--- src/rtl/ttc_chanb_frame_decoder.sv ---
// ============================================================================
// Module   : ttc_chanb_frame_decoder
// Function : TTC Channel B deserialiser; decodes short broadcast frames with
//            Hamming/framing checks, skips long frames, keeps error counters.
// Revision : 1.0  initial release
// ============================================================================
`default_nettype none

module ttc_chanb_frame_decoder #(
    parameter int CNT_WIDTH = 16
) (
    input  logic                 clk,
    input  logic                 reset_n,
    input  logic                 chan_b_bit,
    input  logic                 chan_b_bit_valid,
    output logic [7:0]           brcst,
    output logic [5:0]           chan_b_info,
    output logic                 chan_b_valid,
    output logic                 evt_count_reset,
    output logic                 bcnt_reset,
    output logic [CNT_WIDTH-1:0] hamming_err_count,
    output logic [CNT_WIDTH-1:0] frame_err_count,
    output logic [CNT_WIDTH-1:0] long_frame_count
);

    localparam logic [2:0] c_st_idle  = 3'd0;
    localparam logic [2:0] c_st_fmt   = 3'd1;
    localparam logic [2:0] c_st_short = 3'd2;
    localparam logic [2:0] c_st_stop  = 3'd3;
    localparam logic [2:0] c_st_long  = 3'd4;

    localparam logic [5:0] c_short_last = 6'd12;  // 8 data + 5 Hamming bits
    localparam logic [5:0] c_long_last  = 6'd39;  // 40 bits after the format bit

    logic [2:0]           state_q,    state_d;
    logic [5:0]           bit_cnt_q,  bit_cnt_d;
    logic [12:0]          shift_q,    shift_d;
    logic [7:0]           brcst_q,    brcst_d;
    logic                 valid_q,    valid_d;
    logic                 evt_q,      evt_d;
    logic                 bcnt_q,     bcnt_d;
    logic [CNT_WIDTH-1:0] ham_cnt_q,  ham_cnt_d;
    logic [CNT_WIDTH-1:0] frm_cnt_q,  frm_cnt_d;
    logic [CNT_WIDTH-1:0] long_cnt_q, long_cnt_d;

    logic [7:0] w_data;
    logic [4:0] w_ham_rx;
    logic [4:0] w_ham_exp;

    // d7 is shifted in first, so it ends up at the top of the register
    assign w_data   = shift_q[12:5];
    assign w_ham_rx = shift_q[4:0];

    always_comb begin
        w_ham_exp[0] = w_data[0] ^ w_data[1] ^ w_data[2] ^ w_data[3];
        w_ham_exp[1] = w_data[0] ^ w_data[4] ^ w_data[5] ^ w_data[6];
        w_ham_exp[2] = w_data[1] ^ w_data[2] ^ w_data[4] ^ w_data[5] ^ w_data[7];
        w_ham_exp[3] = w_data[1] ^ w_data[3] ^ w_data[4] ^ w_data[6] ^ w_data[7];
        w_ham_exp[4] = (^w_data) ^ (^w_ham_exp[3:0]);
    end

    function automatic logic [CNT_WIDTH-1:0] sat_inc(input logic [CNT_WIDTH-1:0] v);
        return (&v) ? v : v + 1'b1;
    endfunction

    always_comb begin
        state_d    = state_q;
        bit_cnt_d  = bit_cnt_q;
        shift_d    = shift_q;
        brcst_d    = brcst_q;
        valid_d    = 1'b0;
        evt_d      = 1'b0;
        bcnt_d     = 1'b0;
        ham_cnt_d  = ham_cnt_q;
        frm_cnt_d  = frm_cnt_q;
        long_cnt_d = long_cnt_q;

        if (chan_b_bit_valid) begin
            case (state_q)
                c_st_idle: begin
                    if (!chan_b_bit) state_d = c_st_fmt;
                end
                c_st_fmt: begin
                    bit_cnt_d = 6'd0;
                    state_d   = chan_b_bit ? c_st_long : c_st_short;
                end
                c_st_short: begin
                    shift_d = {shift_q[11:0], chan_b_bit};
                    if (bit_cnt_q == c_short_last) state_d = c_st_stop;
                    else                           bit_cnt_d = bit_cnt_q + 6'd1;
                end
                c_st_stop: begin
                    // a bad stop bit takes precedence over a Hamming mismatch
                    state_d = c_st_idle;
                    if (!chan_b_bit) begin
                        frm_cnt_d = sat_inc(frm_cnt_q);
                    end else if (w_ham_rx != w_ham_exp) begin
                        ham_cnt_d = sat_inc(ham_cnt_q);
                    end else begin
                        brcst_d = w_data;
                        valid_d = 1'b1;
                        evt_d   = w_data[1];
                        bcnt_d  = w_data[0];
                    end
                end
                c_st_long: begin
                    if (bit_cnt_q == c_long_last) begin
                        state_d    = c_st_idle;
                        long_cnt_d = sat_inc(long_cnt_q);
                    end else begin
                        bit_cnt_d = bit_cnt_q + 6'd1;
                    end
                end
                default: state_d = c_st_idle;
            endcase
        end
    end

    always_ff @(posedge clk) begin
        if (!reset_n) begin
            state_q    <= c_st_idle;
            bit_cnt_q  <= 6'd0;
            shift_q    <= 13'd0;
            brcst_q    <= 8'd0;
            valid_q    <= 1'b0;
            evt_q      <= 1'b0;
            bcnt_q     <= 1'b0;
            ham_cnt_q  <= '0;
            frm_cnt_q  <= '0;
            long_cnt_q <= '0;
        end else begin
            state_q    <= state_d;
            bit_cnt_q  <= bit_cnt_d;
            shift_q    <= shift_d;
            brcst_q    <= brcst_d;
            valid_q    <= valid_d;
            evt_q      <= evt_d;
            bcnt_q     <= bcnt_d;
            ham_cnt_q  <= ham_cnt_d;
            frm_cnt_q  <= frm_cnt_d;
            long_cnt_q <= long_cnt_d;
        end
    end

    assign brcst             = brcst_q;
    assign chan_b_info       = brcst_q[7:2];
    assign chan_b_valid      = valid_q;
    assign evt_count_reset   = evt_q;
    assign bcnt_reset        = bcnt_q;
    assign hamming_err_count = ham_cnt_q;
    assign frame_err_count   = frm_cnt_q;
    assign long_frame_count  = long_cnt_q;

endmodule

`default_nettype wire

--- config.mk ---
export PLATFORM = sky130hd
export DESIGN_NAME = ttc_chanb_frame_decoder
export DESIGN_NICKNAME = d
export VERILOG_FILES = /design/src/rtl/ttc_chanb_frame_decoder.sv
export SDC_FILE = /design/constraint.sdc
export NUM_CORES = 1
export LEC_CHECK = 0
export ABC_AREA = 1
export CAP_MARGIN = 20
export CORE_MARGIN = 2
export CORE_UTILIZATION = 49
export DETAILED_ROUTE_END_ITERATION = 8
export PLACE_DENSITY = 0.77
export SYNTH_ARGS = -nofsm -noshare
export SYNTH_HDL_FRONTEND = slang
export SYNTH_SLANG_ARGS = --single-unit
--- constraint.sdc ---
create_clock -name clk -period 2.1 [get_ports clk]
set_clock_uncertainty 0.2 [all_clocks]
set_input_delay 0.42 -clock clk [delete_from_list [all_inputs] [get_ports clk]]
set_output_delay 0.42 -clock clk [all_outputs]
set_load 0.03 [all_outputs]
== Yosys cells after proc, flatten, opt, wreduce, memory -nomap -nowiden ==
Cells that the tools add are included.

* Bits in registers: 81
* Word-level logic and storage cells: 74

* Bitwise logic cells: 23
* Equal/unequal tests: 12
* Mux-type cells: 9
* Add/subtract/negate cells: 4
* Reduce and logical (&&, ||, !) cells: 16

{| class="wikitable"
|+ Operators with widths
! kind !! number
|-
| 16-bit by 1-bit adder with 16-bit output (second input constant) || 3
|-
| 16-bit AND reduction || 3
|-
| 4-bit AND reduction || 6
|-
| 6-bit one-hot mux with 3 select lines || 1
|-
| 1-bit bitwise XOR || 15
|-
| 3-bit 2-to-1 mux || 4
|-
| 6-bit 2-to-1 mux || 2
|-
| 3-bit one-hot mux with 4 select lines || 1
|-
| 2-bit inequality test (second input constant) || 5
|-
| 1-bit inverter || 8
|-
| 8-bit parity || 1
|-
| 6-bit by 1-bit adder with 6-bit output (second input constant) || 1
|-
| 3-bit by 2-bit equality test with 1-bit output (second input constant) || 2
|-
| 6-bit by 4-bit equality test with 1-bit output (second input constant) || 1
|-
| 6-bit equality test (second input constant) || 1
|-
| 5-bit inequality test || 1
|-
| 5-bit AND reduction || 1
|-
| 5-bit OR reduction || 1
|-
| 4-bit parity || 1
|-
| 3-bit by 1-bit equality test with 1-bit output (second input constant) || 1
|-
| 3-bit equality test (second input constant) || 1
|-
| 3-bit zero test || 1
|-
| 3-bit nonzero test || 1
|-
| 2-bit AND reduction || 1
|-
| 1-bit 2-to-1 mux || 1
|}

== Longest topological paths before layout ==
Gate-level depths: netlist of the first run.

* Depth after elaboration: 9
* Depth in mapped cells: 17
* Gate-level depth less buffers: 16

== Worst setup path before layout of the first run ==
OpenSTA, ideal clock, no wires.

* Path type: register to register
* From: register ham_cnt_q[0] (netlist: hamming_err_count[0])
* To: register ham_cnt_q[10] (netlist: hamming_err_count[10])
* Path buffers: 1
* Setup time: 0.141 ns
* Arrival time: 1.992 ns
* Stages on the path, launching flop included: 8
* Path slack: -0.233 ns
* Cells stage by stage: dfxtp_1 -> ha_1 -> nand2_1 -> nor3_1 -> a41oi_4 -> buf_2 -> nand3_1 -> a21oi_2

* Longest elaborated chain between the ends: 3
* Elaborated cells on any way between the ends: 4
* Classes of those cells: 1 x add/sub; 1 x bitwise; 2 x reduce/logical

{| class="wikitable"
|+ RTL lines
! element !! line !! source
|-
| from (decl) || 42 || <nowiki>logic [CNT_WIDTH-1:0] ham_cnt_q, ham_cnt_d;</nowiki>
|-
| from (signal assigned) || 139 || <nowiki>ham_cnt_q <= ham_cnt_d;</nowiki>
|-
| parallel branches: the longest is 3 deep, another holds 16-bit by 1-bit adder with 16-bit output || - ||
|}

Parallel ways; which one is timed is not known.
A chain may end at the register's enable or synchronous reset.

== Worst setup path in the final report of the first run ==
* From: register shift_q[6]
* To: register brcst_q[3] (netlist: brcst[3])

* Longest elaborated chain between the ends: 9
* Elaborated cells on any way between the ends: 17
* Classes of those cells: 1 x eq/ne; 13 x bitwise; 3 x reduce/logical

{| class="wikitable"
|+ RTL lines
! element !! line !! source
|-
| from (decl) || 37 || <nowiki>logic [12:0] shift_q, shift_d;</nowiki>
|-
| from (signal assigned) || 134 || <nowiki>shift_q <= shift_d;</nowiki>
|-
| 1-bit bitwise XOR, on equally long branches (4 in a row) || 57, 58 ||
|-
| 4-bit parity || 59 || <nowiki>w_ham_exp[4] = (^w_data) ^ (^w_ham_exp[3:0]);</nowiki>
|-
| 1-bit bitwise XOR || 59 ||
|-
| 5-bit inequality test * || 97 || <nowiki>end else if (w_ham_rx != w_ham_exp) begin</nowiki>
|-
| 1-bit inverter (no line) * || - ||
|-
| 4-bit AND reduction (no line) * || - ||
|-
| to (signal assigned) || 135 || <nowiki>brcst_q <= brcst_d;</nowiki>
|-
| to (decl) || 38 || <nowiki>logic [7:0] brcst_q, brcst_d;</nowiki>
|}

Every way passes the cells marked *; elsewhere a longest branch is shown, timed or not.

==> results.txt, run 1 <==
Tcrit/Tclk final: 102%
Syn Nets: 606
Seq cells post-synth: 81
DRC viols: 0
Cells after DPL: 799
Largest net degree at the start of global routing: 28
Setup WS post-layout: -0.0499 ns
Routed WL: 12500 µm
Seq/Total Area, Yosys: 37.6%
Final Util: 72.4%
Die area: 0.00957 mm²
Area Overhead vs Synth: 44.9%
Root buffer cell: clkbuf_8
Synth warnings: 0
Outcome: finished, violations left
H-tree depth: 3
Fin. max-slew vios: 0
Die Span Y: 97.8 µm
Failing checks: setup timing
Post-DP Area: 0.00537 mm²
Post-synth top flop: dfxtp_1
DR iter-0 viols: 183
Adder-cell area share of the yosys netlist: 1.45%
Vias in the first global route: 4138
Die Span X: 97.8 µm
Clock transition at the registers of the reported paths: 0.08 ns
Share of cells above drive strength 1: 29.3%
Core Region: 0.00864 mm²
Clock Latency Late Sink: 0.36 ns
Setup crit end kind: register
Setup violators final: 9
Synthesized area per cell: 7.23 µm²
Clk buf depth: 2
VDD IR-drop max: 0.000515 V
Fmax: 465 MHz
Actual slew at the worst max-slew pin: 0.361 ns
Leak: 2.69 nW
Initial antenna violation count: 0
Crit path max fanout: 6
Post-route cell area: 0.00625 mm²
Starting Density: 50.0%
Worst Hold Class: register to register
Area share of xor/xnor cells in the synthesized design: 6.06%
Wirelength per Cell: 15.1 µm
Final hold violation count: 0
Multiplexer share of the synthesized area: 0%
Crit start category: register
Fin crit period: 2.15 ns
Finished Layout Cells: 828
Netlist cell types: 43
Largest family of logic cells by synthesized area: simple AND/OR/NAND/NOR gates
Cell area after synthesis: 0.00431 mm²
ANT cells: 0
Average vias per placed instance: 5.41
RD Place Congestion: 0.909
Slew HR: 75.8%
DR vias: 4476
Required @ worst endpoint: 2.16 ns
Drt first pass iters: 5
Max capacitance violation total: 0
Row count: 34
Post-Synth Simple-Gate Area: 32.2%
Crit Path Category: register to register
GRT Residual Overflow: 0
CTS tree: done
Post-synthesis cell count: 597
Clock tree sinks: 81
Gr usage total: 23.2%
RSZ-0062 raised after global routing: true
Antenna viol nets, final: 0
Fillers: 638
Ports: 69
Compound-Gate Fraction of Synth Area: 13.3%
Async SR Flop Fraction: 0%
Final nets: 724
Crit path DAT: 2.21 ns
PwrDens: 682 mW/mm²
Post-DP HPWL: 7840 µm
Inserted Clock Buffers: 9
First-pass GRT wire length: 18600 µm
Post-synth EDFFs: 0
Count of input and output buffers: 68
-- power by group --
part           internal, mW  switching [mW]
clock                 0.888           0.605
sequential             1.58          0.0649
combinational         0.404           0.719
total                  2.88            1.39
-- layout by cell type (no fill, tap or decap), drive strengths merged, types with 2 or more instances in the layout --
master and instances:
a211oi 4, a21oi 53, a31oi 3, buf 59, bufinv 3, clkbuf 12
clkdlybuf4s50 33, dfxtp 81, dlygate4sd2 18, dlymetal6s2s 17, ha 5, inv 72
nand2 130, nand3 60, nand4 6, nor2 67, nor3 20, nor4 4
o21a 2, o21ai 29, o21bai 2, or2 3, xnor2 11, xor2 18
-- area by class of cell --
| type | count | area (µm²) | area share (%) |
|---|---|---|---|
| Clock buffer | 12 | 165 | 2.64 |
| Clock inverter | 4 | 97.6 | 1.56 |
| Inverter | 73 | 282 | 4.50 |
| Multi-Input combinational cell | 423 | 2750 | 44.0 |
| Sequential cell | 81 | 1650 | 26.4 |
| Tap cell | 108 | 135 | 2.16 |
| Timing Repair Buffer | 127 | 1170 | 18.7 |
-- metrics by stage --
stage	hold slack, ns	setup slack (ns)	setup TNS [ns]	power (mW)
after global placement	0.262	-0.205	-4.84	2.43
after floorplan	0.254	0.00731	0	2.30
after detailed placement	0.268	-0.268	-7.00	2.47
after CTS	0.283	-0.0827	-0.930	3.96
after global routing	0.303	-0.147	-2.94	4.42
final	0.284	-0.0499	-0.197	4.26
-- cell usage after synthesis, types with 2 or more instances --
cell type	count	area, µm²
nand2_1	111	417
dfxtp_1	81	1620
inv_1	70	263
nor2_1	62	233
nand3_1	54	270
a21oi_1	43	215
o21ai_0	28	140
nor3_1	19	95.1
xor2_1	17	149
nand2_2	14	87.6
xnor2_1	11	96.3
a21oi_2	10	87.6
clkbuf_1	10	37.5
buf_4	7	52.6
nand4_1	6	37.5
ha_1	5	62.6
nand3_2	5	50.1
a211oi_1	4	30.0
nor2_2	4	25.0
nor4_1	4	25.0
a31oi_1	3	18.8
buf_2	2	10.0
inv_2	2	7.51
nand2_4	2	22.5
nand2_8	2	40.0
o21a_1	2	15.0
o21bai_1	2	15.0
or2_2	2	12.5
-- worst paths after layout --
check / cells after the start / to / slack, ns / startpoint
max: 13 / brcst[3] / -0.05 / shift_q[6]
min: 2 / shift_q[1] / 0.28 / shift_q[1]
min reg2reg: 2 / shift_q[1] / 0.28 / shift_q[1]
max reg2reg: 13 / brcst[3] / -0.05 / shift_q[6]
-- sequential cells by signal, indices dropped and copies added, names as in the netlist --
register           count
chan_b_valid           1
shift_q               13
frame_err_count       16
hamming_err_count     16
bcnt_reset             1
state_q                3
bit_cnt_q              6
evt_count_reset        1
long_frame_count      16
brcst                  8
-- kinds of logic after synthesis --
family,Yosys count
flip-flops,81
AO/OA/AOI/OAI,96
buffers and inverters,94
adder cells (fa/ha/maj),5
XOR/XNOR,29
AND/OR/NAND/NOR,292
-- routing by layer --
| metal | GRT usage [%] | wire length [µm] | vias to the layer above |
|---|---|---|---|
| met5 | 0 | 0 | - |
| met2 | 39.1 | 6370 | 143 |
| met1 | 29.8 | 5270 | 2133 |
| li1 | - | - | 2169 |
| met3 | 3.58 | 567 | 31 |
| met4 | 9.19 | 294 | 0 |
-- timing repair --
| item | 4_1_cts | 5_1_grt |
|---|---|---|
| hold buffers | 0 | 0 |
| resized for setup | 26 | 137 |
| cloned | 1 | 0 |
| endpoints found under the setup margin | 51 | 73 |
| setup buffers | 6 | 6 |
| pin swaps | 7 | 32 |
-- worst max-delay path, stage by stage, from the launching register on --
cell	delay [ns]
dfxtp_4	0.38
nand2_1	0.13
nand3_2	0.18
nand2_4	0.13
nand2_2	0.07
nand3_2	0.09
nand3_2	0.12
nand2_2	0.09
nand2_2	0.07
nand2_4	0.11
nand3_4	0.14
buf_6	0.16
nor2_1	0.10
nor2_1	0.06
No activity file was read; power rests on OpenSTA's default activity.
==> run 2: changes to the inputs <==
--- a/config.mk
+++ b/config.mk
@@ -5,12 +5,11 @@
 export SDC_FILE = /design/constraint.sdc
 export NUM_CORES = 1
 export LEC_CHECK = 0
-export ABC_AREA = 1
 export CAP_MARGIN = 20
 export CORE_MARGIN = 2
-export CORE_UTILIZATION = 49
+export CORE_UTILIZATION = 30
 export DETAILED_ROUTE_END_ITERATION = 8
-export PLACE_DENSITY = 0.77
+export PLACE_DENSITY = 0.52
 export SYNTH_ARGS = -nofsm -noshare
 export SYNTH_HDL_FRONTEND = slang
 export SYNTH_SLANG_ARGS = --single-unit
==> run 2 against run 1 <==
Net effect: largest power group is now clock; combinational power shrank 89%; non-clock buffer count rose by 7; utilization fell by 27 points; clock-buffer cell count unchanged; critical endpoint is now bcnt_reset; sequential power is 6% lower; synthesized cell count down 22%; global-route usage down 9.1 points; wire length down 22%; the run still ends with setup timing left; final cell count down 8.3%; worst setup slack got worse by 0.38 ns.
==> results.txt, run 2 <==
Commonest non-fill, non-tap cells in the layout: 73 x dfxtp_1, 56 x nand2_1, 54 x buf_4, 45 x nor2_1, 35 x clkdlybuf4s50_1
Core Region: 0.0127 mm² (+47%)
Antenna viol nets, final: 0 (unchanged)
Fin. max-slew vios: 0 (unchanged)
RD Place Congestion: 0.806 (-11%)
Most frequent cells after synthesis: 81 x dfxtp_1, 56 x nand2_1, 46 x nor2_1
Die area: 0.0140 mm² (+46%)
Slew HR: 74.5% (-1.3 points)
PwrDens: 603 mW/mm² (-12%)
Share of cells above drive strength 1: 18.7% (-11 points)
Count leader, synth: dfxtp_1
Die Span Y: 118 µm (+21%)
Root buffer cell: clkbuf_16
H-tree depth: 3 (unchanged)
Worst hold path cell count: 2 (unchanged)
CTS tree: done
Final hold violation count: 0 (unchanged)
Setup violators final: 27 (+18)
Wirelength per Cell: 12.9 µm (-15%)
Post-DP Area: 0.00518 mm² (-3.6%)
Ports: 69 (unchanged)
Die Span X: 118 µm (+21%)
Fmax: 395 MHz (-15%)
R2R Setup Slk: -0.43 ns (-0.38 ns)
Synth warnings: 0 (unchanged)
Routed WL: 9770 µm (-22%)
DR vias: 3634 (-19%)
Clock Latency Late Sink: 0.34 ns (-0.02 ns)
Final setup TNS: -10.63 ns (-10.43 ns)
Setup crit end kind: register
Max incr delay on CP: 0.43 ns (+0.05 ns)
Gr usage total: 14.0% (-9.1 points)
Row count: 41 (+21%)
Tcrit/Tclk final: 121% (+18 points)
Leak: 2.54 nW (-5.6%)
Drt first pass iters: 4 (-1)
Clk buf depth: 2 (unchanged)
Area Overhead vs Synth: 46.5%
Post-synth EDFFs: 0 (unchanged)
Setup WS post-layout: -0.433 ns (-0.384 ns)
Max capacitance violation total: 0 (unchanged)
R2R cell count: 8 (-5)
Cells after DPL: 736 (-7.9%)
Final Util: 45.2% (-27 points)
Actual slew at the worst max-slew pin: 0.381 ns (+0.0200 ns)
Seq/Total Area, Yosys: 41.4% (+3.9 points)
Largest net degree at the start of global routing: 54 (+93%)
ANT cells: 0 (unchanged)
DR iter-0 viols: 177 (-3.3%)
Netlist cell types: 47 (+9.3%)
Critical-path cell list: xnor3_2 -> xnor3_1 -> or3_4 -> a221oi_4 -> buf_12 -> buf_6 -> and3_4 -> and2_4
Post-synthesis cell count: 465 (-22%)
First-pass GRT wire length: 16300 µm (-13%)
Clock transition at the registers of the reported paths: 0.06 ns (-0.02 ns)
Crit path max fanout: 4 (-2)
Required @ worst endpoint: 2.18 ns (+0.02 ns)
Count of input and output buffers: 68 (unchanged)
Critical path depth in cells: 8 (-5)
Clock tree sinks: 81 (unchanged)
VDD IR-drop max: 0.000416 V (-19%)
Outcome: finished, violations left
Final nets: 591 (-18%)
Syn Nets: 474 (-22%)
Buf+Inv Stages, Crit Path: 2 (+1)
CP delay by family, top: simple AND/OR/NAND/NOR gates
Vias in the first global route: 3417 (-17%)
Most common cell after layout, fill and taps aside: dfxtp_1
Cell area after synthesis: 0.00391 mm² (-9.3%)
Synthesized area per cell: 8.41 µm² (+16%)
Place WS: -0.478 ns (-0.210 ns)
Slowest CP cell: xnor3_2
Post-synth top flop: dfxtp_1
Post-DP HPWL: 6810 µm (-13%)
Synth area leaders: dfxtp_1 41%, nand2_1 5.4%, xor2_1 5.4%, nor2_1 4.4%, nand4_1 4.0%
Post-synth top area cell: dfxtp_1
Seq cells post-synth: 81 (unchanged)
GRT Residual Overflow: 0 (unchanged)
Starting Density: 30.9% (-19 points)
DRC viols: 0 (unchanged)
Crit path DAT: 2.62 ns (+0.41 ns)
Fillers: 1255 (+97%)
Post-route cell area: 0.00573 mm² (-8.3%)
Initial antenna violation count: 0 (unchanged)
Post-synth top area share: 41.4% (+3.9 points)
Crit start category: register
Hold-fix buffers, CTS: 0 (unchanged)
Async SR Flop Fraction: 0% (unchanged)
Inserted Clock Buffers: 9 (unchanged)
Crit Path Category: register to register
Fin crit period: 2.53 ns (+0.384 ns)
Average vias per placed instance: 4.79 (-11%)
RSZ-0062 raised after global routing: true
Failing checks: setup timing
Finished Layout Cells: 759 (-8.3%)
Worst Hold Class: register to register
==> run 2: timing repair <==
action,in CTS,in global routing
setup buffers,2,4
gates cloned,0,1
endpoints found under the setup margin,52,55
gates resized for setup,21,38
pin swaps,13,10
==> run 2: layer usage <==
metal | share of wire (%) | vias up | global-route usage, %
met4 | 1.8 | 0 | 6.25
met2 | 45 | 78 | 22.2
met3 | 4.5 | 15 | 2.94
li1 | - | 1862 | -
met5 | 0 | - | 0
met1 | 48 | 1679 | 18.4
==> run 2: final cells by class <==
cell class	count	area (µm²)	share of cell area [%]
repair buffers	134	1330	23.1
inverters	10	37.5	0.655
well taps	172	215	3.76
clock inverters	4	73.8	1.29
clock buffers	12	267	4.65
flip-flops and latches	81	1630	28.5
multi-input cells	346	2180	38.1
==> run 2: kinds of logic (layout without fill, tap and decap cells) <==
family                     after synthesis  in the layout  synth area share, %
AOI/OAI and AO/OA                       72             72                 11.2
xor gates and xnor gates                43             43                 10.7
adders and majority gates                5              5                 1.60
buffers and inverters                   38            160                 4.76
DFF                                     81             81                 41.4
muxes                                    8              8                 2.05
and+or+nand+nor                        218            218                 28.2
==> run 2: worst min-delay path: cells and delay by family (launching register included) <==
kind | cells | cell delay, ns
DFF | 1 | 0.31
AOI/OAI and AO/OA | 1 | 0.05
and+or+nand+nor | 1 | 0.05
==> run 2: final timing paths <==
kind / startpoint / end
worst min-delay path: brcst[1] / brcst[1]
worst max-delay path: shift_q[5] / bcnt_reset
worst max register to register: shift_q[5] / bcnt_reset
worst min register to register: brcst[1] / brcst[1]
==> run 2: stage by stage <==
stage,hold slack (ns),total power [mW]
global placement,0.245,1.70
global route,0.286,3.57
CTS,0.259,3.50
floorplan,0.246,1.65
detailed placement,0.239,1.70
finish,0.255,3.45
==> run 2: report_power, final <==
part           leakage, nW  switching (mW)  internal, mW
Clock                0.169           0.641          1.14
Sequential           0.657         0.00654          1.54
Combinational         1.72          0.0731        0.0537
